## src/rtl/rank_change_reporter.sv

```systemverilog
// Reports every change of the monitored value as a {value, timestamp} event through a small FIFO.
// Optional RANK_CHANGE_DROP_CNT_EN adds a saturating 16-bit count of dropped events on drop_cnt.
module rank_change_reporter #(
  parameter int DATA_WIDTH = 32,
  parameter int TS_WIDTH   = 16,
  parameter int DEPTH      = 4
) (
  input  logic                  clk,
  input  logic                  resetn,
  input  logic [DATA_WIDTH-1:0] din,
  output logic                  out_valid,
  input  logic                  out_ready,
  output logic [DATA_WIDTH-1:0] out_data,
  output logic [TS_WIDTH-1:0]   out_ts,
  output logic                  overflow
`ifdef RANK_CHANGE_DROP_CNT_EN
  ,
  output logic [15:0]           drop_cnt
`endif
);

  localparam int AW = $clog2(DEPTH);
  localparam int CW = AW + 1;

  logic [DATA_WIDTH-1:0] prev;
  logic [TS_WIDTH-1:0]   ts;
  logic [DATA_WIDTH-1:0] data_mem [DEPTH];
  logic [TS_WIDTH-1:0]   ts_mem   [DEPTH];
  logic [AW-1:0]         wr_ptr;
  logic [AW-1:0]         rd_ptr;
  logic [CW-1:0]         count;

  logic change;
  logic pop;
  logic full;
  logic push;
  logic drop;

  assign change = (din != prev);
  assign pop    = out_valid & out_ready;
  assign full   = (count == CW'(DEPTH));
  // A pop in the same cycle frees the slot the push needs.
  assign push   = change & (~full | pop);
  assign drop   = change & full & ~pop;

  assign out_valid = (count != '0);
  assign out_data  = data_mem[rd_ptr];
  assign out_ts    = ts_mem[rd_ptr];

  always_ff @(posedge clk or negedge resetn) begin
    if (!resetn) begin
      prev     <= '0;
      ts       <= '0;
      wr_ptr   <= '0;
      rd_ptr   <= '0;
      count    <= '0;
      overflow <= 1'b0;
      for (int i = 0; i < DEPTH; i++) begin
        data_mem[i] <= '0;
        ts_mem[i]   <= '0;
      end
    end else begin
      prev <= din;
      ts   <= ts + 1'b1;
      if (push) begin
        data_mem[wr_ptr] <= din;
        ts_mem[wr_ptr]   <= ts;
        wr_ptr           <= wr_ptr + 1'b1;
      end
      if (pop) begin
        rd_ptr <= rd_ptr + 1'b1;
      end
      case ({push, pop})
        2'b10:   count <= count + CW'(1);
        2'b01:   count <= count - CW'(1);
        default: count <= count;
      endcase
      if (drop) begin
        overflow <= 1'b1;
      end
    end
  end

`ifdef RANK_CHANGE_DROP_CNT_EN
  always_ff @(posedge clk or negedge resetn) begin
    if (!resetn) begin
      drop_cnt <= '0;
    end else if (drop && (drop_cnt != 16'hFFFF)) begin
      drop_cnt <= drop_cnt + 16'd1;
    end
  end
`endif

endmodule

```

## config.mk

```make
export PLATFORM = sky130hd
export DESIGN_NAME = rank_change_reporter
export DESIGN_NICKNAME = d
export VERILOG_FILES = /design/src/rtl/rank_change_reporter.sv
export SDC_FILE = /design/constraint.sdc
export NUM_CORES = 1
export LEC_CHECK = 0
export CAP_MARGIN = 40
export CORE_ASPECT_RATIO = 0.75
export CORE_MARGIN = 2
export CORE_UTILIZATION = 53
export DETAILED_ROUTE_END_ITERATION = 6
export PLACE_DENSITY = 0.85
export SETUP_SLACK_MARGIN = 0.1
export SLEW_MARGIN = 40
export SYNTH_ARGS = -nofsm -noshare
export SYNTH_HDL_FRONTEND = slang
export SYNTH_SLANG_ARGS = --single-unit
```

## constraint.sdc

```tcl
create_clock -name clk -period 2.5 [get_ports clk]
set_clock_uncertainty 0.2 [all_clocks]
set_input_delay 0.5 -clock clk [delete_from_list [all_inputs] [get_ports clk]]
set_output_delay 0.5 -clock clk [all_outputs]
set_load 0.01 [all_outputs]
```

## Yosys cells after proc, flatten, opt, wreduce, memory -nomap -nowiden

Cells that the tools add are included.

| cells by class | value |
|---|---|
| add/subtract/negate cells | 5 |
| order comparisons | 3 |
| equal/unequal tests | 4 |
| muxes and demuxes | 13 |
| bitwise gates (word level) | 9 |
| reduce and logical (&&, ||, !) cells | 3 |

Operator list:

| cell | count |
|---|---|
| $bwmux 128 | 1 |
| $mux 32 | 3 |
| $bmux 32 s2 | 1 |
| $bwmux 64 | 1 |
| $demux 32 s2 | 1 |
| $mux 16 | 3 |
| $bmux 16 s2 | 1 |
| $demux 16 s2 | 1 |
| $ne 32x32->1 | 1 |
| $add 16x1->16 const B | 1 |
| $ge 3x3->1 const B | 2 |
| $not 2->3 | 2 |
| $pmux 3 s2 | 1 |
| $add 2x1->2 const B | 2 |
| $and 1x1->1 | 4 |
| $add 3x1->3 const B | 1 |
| $eq 3x3->1 const B | 1 |
| $lt 3x1->1 const B | 1 |
| $reduce_bool 3->1 | 1 |
| $sub 3x1->3 const B | 1 |
| $eq 2x1->1 const B | 1 |
| $eq 2x2->1 const B | 1 |
| $not 1->1 | 2 |
| $reduce_bool 2->1 | 1 |
| 2 further kinds | 2 |

| word-level totals | value |
|---|---|
| register bits | 248 |
| input bits | 35 |
| word-level logic and storage cells | 51 |

## Longest topological paths before layout

Gate-level depths: netlist of run 1.

| logic depth | value |
|---|---|
| depth in word-level cells | 6 |
| gate-level depth with buffers | 11 |

## Worst setup path before layout of run 1

OpenSTA, ideal clock, no wires.

| path | value |
|---|---|
| path kind | input to register |
| start point | input din[8] |
| end point | register count[2] |
| setup time | 79 ps |
| data arrival time | 2,469 ps |
| required time | 2,221 ps |
| path slack | -248 ps |
| stages | 11 |
| cells stage by stage | xnor2_1 > nand4_1 > nor4_4 > a21oi_1 > inv_1 > ha_1 > inv_1 > fa_1 > xor2_1 > nor2_1 > xor2_1 |

| between the ends | value |
|---|---|
| cells in the longest elaborated chain, start to end | 4 |

RTL lines:

| element | line | source |
|---|---|---|
| from (decl) | 10 | `input logic [DATA_WIDTH-1:0] din,` |
| $ne 32x32->1 * | 39 | `assign change = (din != prev);` |
| $and 1x1->1 * | 43 | `assign push = change & (~full \| pop);` |
| $eq 2x1->1 or $eq 2x2->1 (tied branches) | 73 | `case ({push, pop})` |
| $pmux 3 s2 or $reduce_bool 2->1 (tied branches) | -- |  |
| to (signal assigned) | 74 | `2'b10: count <= count + CW'(1);` |
| to (signal assigned) | 75 | `2'b01: count <= count - CW'(1);` |
| to (signal assigned) | 76 | `default: count <= count;` |
| to (decl) | 31 | `logic [CW-1:0] count;` |

Mark *: on every way between the ends. The rest lies on a longest branch, timed or not.
A chain may end at the register's enable or synchronous reset.

## Final worst setup path of run 1

| path | value |
|---|---|
| start point | input din[30] |
| end point | register count[2] |

Same word-level chain as after synthesis.

==> results of run 1 <==
[report_power, final]
group / switching, W / internal, W
combinational: 0.00397 / 0.00641
sequential: 0.000929 / 0.00539
clock: 0.00155 / 0.00205
total: 0.00645 / 0.0138
[Yosys cell counts]
library cell  number  area share (%)
mux2_4            80              11
mux2_2           113              12
nand3_1            5            0.23
inv_1              7            0.24
mux2i_1            1           0.092
nor2_1             3            0.10
nor2b_1            1           0.058
dfrtp_1          248              57
xor2_1             6            0.48
nand2_1           11            0.38
buf_6             12             1.2
nor4b_1            1           0.081
and4_1             1           0.081
clkbuf_1           4            0.14
a21o_1             1           0.069
or4b_2             1           0.092
a21oi_2            4            0.32
and2_1             1           0.058
buf_2             12            0.55
fa_1               1            0.18
and3_1             3            0.17
ha_1               6            0.69
nand4_1           11            0.63
buf_1              6            0.21
mux4_2            48             9.9
or3_1              1           0.058
xnor2_1           46             3.7
a21oi_1            1           0.046
nor4_4             2            0.39
[worst max path at each step]
stage / startpoint / to / slack, ns / depth (start not counted)
after global placement: din[7] / count[2] / -0.90 / 12
after CTS: rd_ptr[0] / out_ts[9] / -0.21 / 4
after floorplan: din[25] / count[2] / -0.15 / 11
after global routing: din[16] / count[2] / -0.37 / 12
after detailed placement: din[7] / count[2] / -0.87 / 12
final: din[30] / count[2] / -0.31 / 12
[placed cells by master, fill, tap and decap left out, types with 8 or more instances in the layout]
master / count
buf_8: 19
clkinv_2: 8
dlygate4sd2_1: 16
mux2_2: 87
buf_6: 66
buf_16: 10
xnor2_1: 31
buf_4: 41
xnor2_2: 15
mux2_4: 106
mux4_2: 48
clkdlybuf4s50_1: 18
clkbuf_16: 25
nand4_1: 11
dfrtp_1: 246
buf_12: 24
nand2_1: 11
[registers in the layout, summed over array words and instances (netlist names)]
name and cells:
ts 16, prev 32, ts_mem 64, wr_ptr 2
data_mem 128, rd_ptr 2, overflow 1, count 3
[worst register-to-register path: stages (launching register included)]
cell     delay, ns
dfrtp_1       0.39
xnor2_2       0.25
nand4_1       0.27
nor4_4        0.35
a21oi_2       0.14
inv_2         0.10
ha_4          0.14
inv_2         0.04
fa_2          0.35
xor2_2        0.20
nor2_1        0.12
xor2_1        0.18
[cells by family after synthesis]
| family | Yosys count | synth area share, % |
|---|---|---|
| AO/OA/AOI/OAI | 6 | 0.4369 |
| multiplexers | 242 | 32.76 |
| flip-flops | 248 | 57.03 |
| XOR/XNOR | 52 | 4.185 |
| buffers and inverters | 41 | 2.380 |
| AND/OR/NAND/NOR | 41 | 2.334 |
| adder cells (fa/ha/maj) | 7 | 0.8739 |
[per-stage QoR]
| step | TNS (ns) | cell area, sq um | power (W) | setup slack (ns) |
|---|---|---|---|---|
| 2_1_floorplan | -0.1992 | 10940 | 0.01120 | -0.1542 |
| 3_3_place_gp | -129.76 | 12550 | 0.01386 | -0.8959 |
| 3_5_place_dp | -111.64 | 12550 | 0.01422 | -0.8674 |
| 4_1_cts | -16.91 | 14450 | 0.01995 | -0.2080 |
| 5_1_grt | -37.28 | 14470 | 0.02105 | -0.3659 |
| 6_report | -33.90 | 14470 | 0.02030 | -0.3080 |
[layout make-up]
type                            count  area [sq um]  area share, %
Clock buffer                       34         699.4          4.834
Sequential cell                   248          6211          42.93
Clock inverter                     10         77.57         0.5362
Timing Repair Buffer              200          2447          16.92
Tap cell                          258         322.8          2.231
Multi-Input combinational cell    348          4683          32.37
Inverter                            7         26.28         0.1816
[metal layers]
metal  vias up  global-route usage [%]  part of all wire (%)
li1       2705                       -                     -
met1      3514                   35.49                    42
met2       208                   46.94                    50
met3        78                   5.403                   5.3
met4         2                   9.502                   3.5
met5         -                       0                 0.041
[repair_timing]
item                                    CTS  global route
pin swaps                                13             4
hold endpoints to repair                 54             0
resized for setup                       346            53
endpoints found under the setup margin  243           243
setup buffers                            38            13
gates cloned                             18             0
hold buffers                              1             0
==> qor.csv, run 1 <==
stage,metric,value,unit
clock_network,Root Buffer,clkbuf_16,
grt,number of global-route vias before repair,7424,
clock_network,CTS tree,done,
floorplanning,Die Ht,128.1,microns
power_and_ir_drop,maximum VDD drop,0.6714,mV
synth,Syn Std Cell Area,10880,sq um
final_layout,"Core Util, Final",71.58,%
final_layout,Area Growth Syn to Fin,32.95,%
critical_path,endpoint type of the worst setup path,flop,
clock_network,CTS Sinks,248,
power_and_ir_drop,P per Cell Area,1403,nW/um^2
floorplanning,Die W,169.5,microns
sta,min cycle time layout,2.808,ns
final_layout,fin cells,1105,
critical_path,r2r worst-path depth,11,
critical_path,FF-to-FF setup slack,-0.31,ns
critical_path,slowest CP cell,clkdlybuf4s50_1,
placement,I/O Buffers,84,
synth,Synth Instances,637,
critical_path,"Buf+Inv Stages, Crit Path",3,
route,WL/cell,26.30,microns
critical_path,CP required,2.74,ns
outcome,violated checks,negative setup slack,
critical_path,Worst EP arrival,3.05,ns
critical_path,top cell family by delay on the critical path,simple AND/OR/NAND/NOR gates,
final_layout,diode count,0,
sta,Final Max Slew Viols,0,
synth,synthesized area per cell,17.08,sq um
sta,final-report setup violation count,241,
sta,measured slew at the worst slew-check pin,0.5075,ns
hold_path,hold depth,1,
critical_path,R2R Path Start,prev[7],
critical_path,"Max FO, Critical Path",2,
clock_network,clk buf depth,3,
final_layout,Fillers,1146,
grt,remaining global-route overflow,0,
route,via/cell ratio,5.889,
sta,Final WS setup,-0.3080,ns
clock_network,Worst-Skew Late Latency,0.53,ns
critical_path,"Largest stage delay, worst path",0.49,ns
critical_path,Crit Path Category,input pin to flop,
synth,"Distinct cells, synth",29,
sta,RSZ-0062 raised after global routing,true,
synth,synth warn,0,
grt,first-pass GRT wire length,44.91,mm
sta,final hold viol count,0,
route,DRT antenna net count,0,
placement,dpl cells,1007,
sta,Slew headroom,66.17,%
floorplanning,Starting Density,53.83,%
sta,fmax,0.3561,GHz
route,drc violations,0,
route,DR vias,6507,
critical_path,critical path's most frequent cell,inv_2,
floorplanning,# rows,45,
grt,largest net degree at the start of global routing,60,
synth,syn_nets,679,
run,max-cap viol count,0,
final_layout,fraction of layout cells with a size suffix above 1,56.08,%
route,final wirelength,29.06,mm
outcome,outcome,"finished, violations left",
floorplanning,IO Count,85,
grt,gr usage total,27.46,%
clock_network,TritonCTS Buffers,24,
clock_network,"Reg clk slew, reported paths",0.07,ns
synth,Yosys reg bits,248,
critical_path,crit path cell chain,clkdlybuf4s50_1 > xnor2_2 > nand4_1 > nor4_4 > a21oi_2 > inv_2 > ha_4 > inv_2 > fa_2 > xor2_2 > nor2_1 > xor2_1,
synth,"Seq/Total Area, Yosys",57.03,%
hold_path,worst hold path type,input pin to flop,
placement,hpwl dp,15.55,mm
hold_path,Min-Delay Endpoint,prev[29],
grt,initial antenna violation count,1,
sta,Final period util,112.3,%
route,Iteration-0 DRC Markers,452,
floorplanning,Core Area,20210,sq um
placement,routability congestion estimate from global placement,0.8170,
hold_path,hold path startpoint,din[29],
floorplanning,die area,21710,sq um
clock_network,H-tree depth,1,
critical_path,CP Launch Type,input pin,
final_layout,Final #Nets,871,
critical_path,Crit Reg-Reg Endpoint,count[2],
route,drt first pass iters,5,
sta,WHS,0.1551,ns
power_and_ir_drop,Leakage,6.532,nW
Power figures use the tool's default switching activity.
==> run 2: changes to the inputs <==
CORE_UTILIZATION = 40   (was 53)
PLACE_DENSITY = 0.67   (was 0.85)
clock period = 2.9 ns   (was 2.5 ns; I/O delays follow)
==> qor.csv, run 2 (synthesis gave the netlist of run 1 again) <==
stage,metric,value,unit
clock_network,H-tree depth,1,
final_layout,Fillers,2162,
placement,routability congestion estimate from global placement,0.7670,
clock_network,Root Buffer,clkbuf_16,
floorplanning,IO Count,85,
sta,min cycle time layout,2.779,ns
sta,Final Max Slew Viols,0,
power_and_ir_drop,Leakage,6.201,nW
floorplanning,# rows,52,
critical_path,CP required,2.12,ns
placement,I/O Buffers,84,
critical_path,R2R Path Start,prev[5],
outcome,violated checks,design-rule violations,
hold_path,worst hold path type,input pin to flop,
clock_network,clk buf depth,3,
critical_path,Crit Path Category,flop to primary output,
run,max-cap viol count,0,
critical_path,slowest CP cell,mux4_2,
route,DR vias,5934,
final_layout,most frequent cells in the layout,"dfrtp_1, mux2_2, mux2_4, mux4_2, buf_4",
route,DRT antenna net count,0,
clock_network,"Reg clk slew, reported paths",0.06,ns
sta,fmax,0.3598,GHz
critical_path,Worst EP arrival,2.00,ns
critical_path,crit path launch,rd_ptr[0],
route,drt first pass iters,6,
critical_path,FF-to-FF setup slack,0.23,ns
grt,largest net degree at the start of global routing,92,
clock_network,TritonCTS Buffers,25,
final_layout,"Core Util, Final",51.02,%
floorplanning,Starting Density,40.50,%
floorplanning,Die W,194.5,microns
route,WL/cell,21.10,microns
sta,WHS,0.1123,ns
placement,hpwl dp,15.84,mm
power_and_ir_drop,P per Cell Area,1151,nW/um^2
hold_path,hold path startpoint,din[22],
final_layout,Area Growth Syn to Fin,26.00,%
critical_path,Crit Reg-Reg Endpoint,count[2],
critical_path,CP Launch Type,flop,
final_layout,area of the multi-input gates,4556,sq um
sta,final hold viol count,0,
floorplanning,Core Area,26870,sq um
clock_network,CTS Sinks,248,
final_layout,Biggest register,data_mem,
route,drc violations,7,
grt,first-pass GRT wire length,39.23,mm
critical_path,"Largest stage delay, worst path",0.54,ns
critical_path,r2r worst-path depth,11,
critical_path,"Max FO, Critical Path",10,
power_and_ir_drop,maximum VDD drop,0.4706,mV
route,final wirelength,24.37,mm
critical_path,endpoint type of the worst setup path,primary output,
final_layout,FF/Latch Area,6211,sq um
route,via/cell ratio,5.138,
final_layout,Final #Nets,829,
hold_path,hold depth,1,
grt,remaining global-route overflow,0,
final_layout,diode count,0,
sta,measured slew at the worst slew-check pin,0.7124,ns
grt,gr usage total,17.55,%
clock_network,Worst-Skew Late Latency,0.51,ns
critical_path,crit path cell chain,buf_12 > mux4_2 > dlygate4sd2_1,
floorplanning,die area,28550,sq um
final_layout,"commonest non-fill, non-tap cell in the layout",dfrtp_1,
hold_path,Min-Delay Endpoint,prev[22],
route,Iteration-0 DRC Markers,252,
clock_network,CTS tree,done,
final_layout,max reg flops,128,
placement,dpl cells,1095,
floorplanning,Die Ht,146.8,microns
grt,initial antenna violation count,0,
grt,number of global-route vias before repair,6774,
power_and_ir_drop,total power after layout,0.01578,W
sta,RSZ-0062 raised after global routing,true,
final_layout,fraction of layout cells with a size suffix above 1,52.36,%
final_layout,biggest regs,"data_mem: 128 flops, ts_mem: 64 flops, prev: 32 flops",
sta,final-report setup violation count,0,
sta,Slew headroom,52.51,%
sta,Final period util,95.83,%
final_layout,fin cells,1155,
outcome,outcome,"finished, violations left",
## run 2: cell type report
cell class	count	area share (%)
multi-input combinational	348	33.23
timing repair buffer	157	12.09
sequential	248	45.30
tap	351	3.203
clock buffer	33	5.220
clock inverter	11	0.7666
inverter	7	0.1916
## run 2: worst max path at each step
stage                    to  slack [ns]
3_3_place_gp       count[2]       -0.50
5_1_grt            count[2]        0.04
6_report       out_data[31]        0.12
2_1_floorplan      count[2]        0.11
4_1_cts         out_data[8]        0.06
3_5_place_dp       count[2]       -0.59
## run 2: through the flow
step | area [sq um] | TNS, ns | setup slack [ns]
final | 13710 | 0 | 0.1209
after global routing | 13710 | 0 | 0.03804
after CTS | 13680 | 0 | 0.06405
after detailed placement | 12610 | -45.30 | -0.5850
after global placement | 12610 | -40.15 | -0.4988
after floorplan | 10890 | 0 | 0.1091
## run 2: routing by layer
| layer | part of all wire (%) | vias to the layer above | GRT usage [%] | wire, microns |
|---|---|---|---|---|
| li1 | - | 2611 | - | - |
| met1 | 46 | 3185 | 24.44 | 11120 |
| met2 | 48 | 107 | 28.87 | 11710 |
| met3 | 4.7 | 31 | 3.489 | 1152 |
| met4 | 1.6 | 0 | 3.538 | 391 |
| met5 | 0 | - | 0 | 0 |
## run 2: where the power goes
part | switching, W | internal (W) | leakage [nW]
registers | 0.000665 | 0.00464 | 3.00
clock network | 0.00131 | 0.00190 | 0.417
logic | 0.00289 | 0.00437 | 2.78
total | 0.00486 | 0.0109 | 6.20
## run 2: critical path, delay by kind of cell, from the launching register on
family | cells | cell delay, ns
buf+inv | 2 | 0.48
mux | 1 | 0.54
flops | 1 | 0.48
## run 2: what timing repair did
action / in CTS / in global routing
setup buffers: 14 / 0
hold buffers: 1 / 0
setup endpoints to repair: 49 / 31
endpoints found under the hold margin: 87 / 0
pin swaps: 9 / 7
resized for setup: 224 / 24
cloned: 3 / 0
==> run 3: changes to the inputs <==
CAP_MARGIN = 20   (was 40)
==> results of run 3 <==
Same layout as run 2: the final DEF is identical, and so are final timing and power.
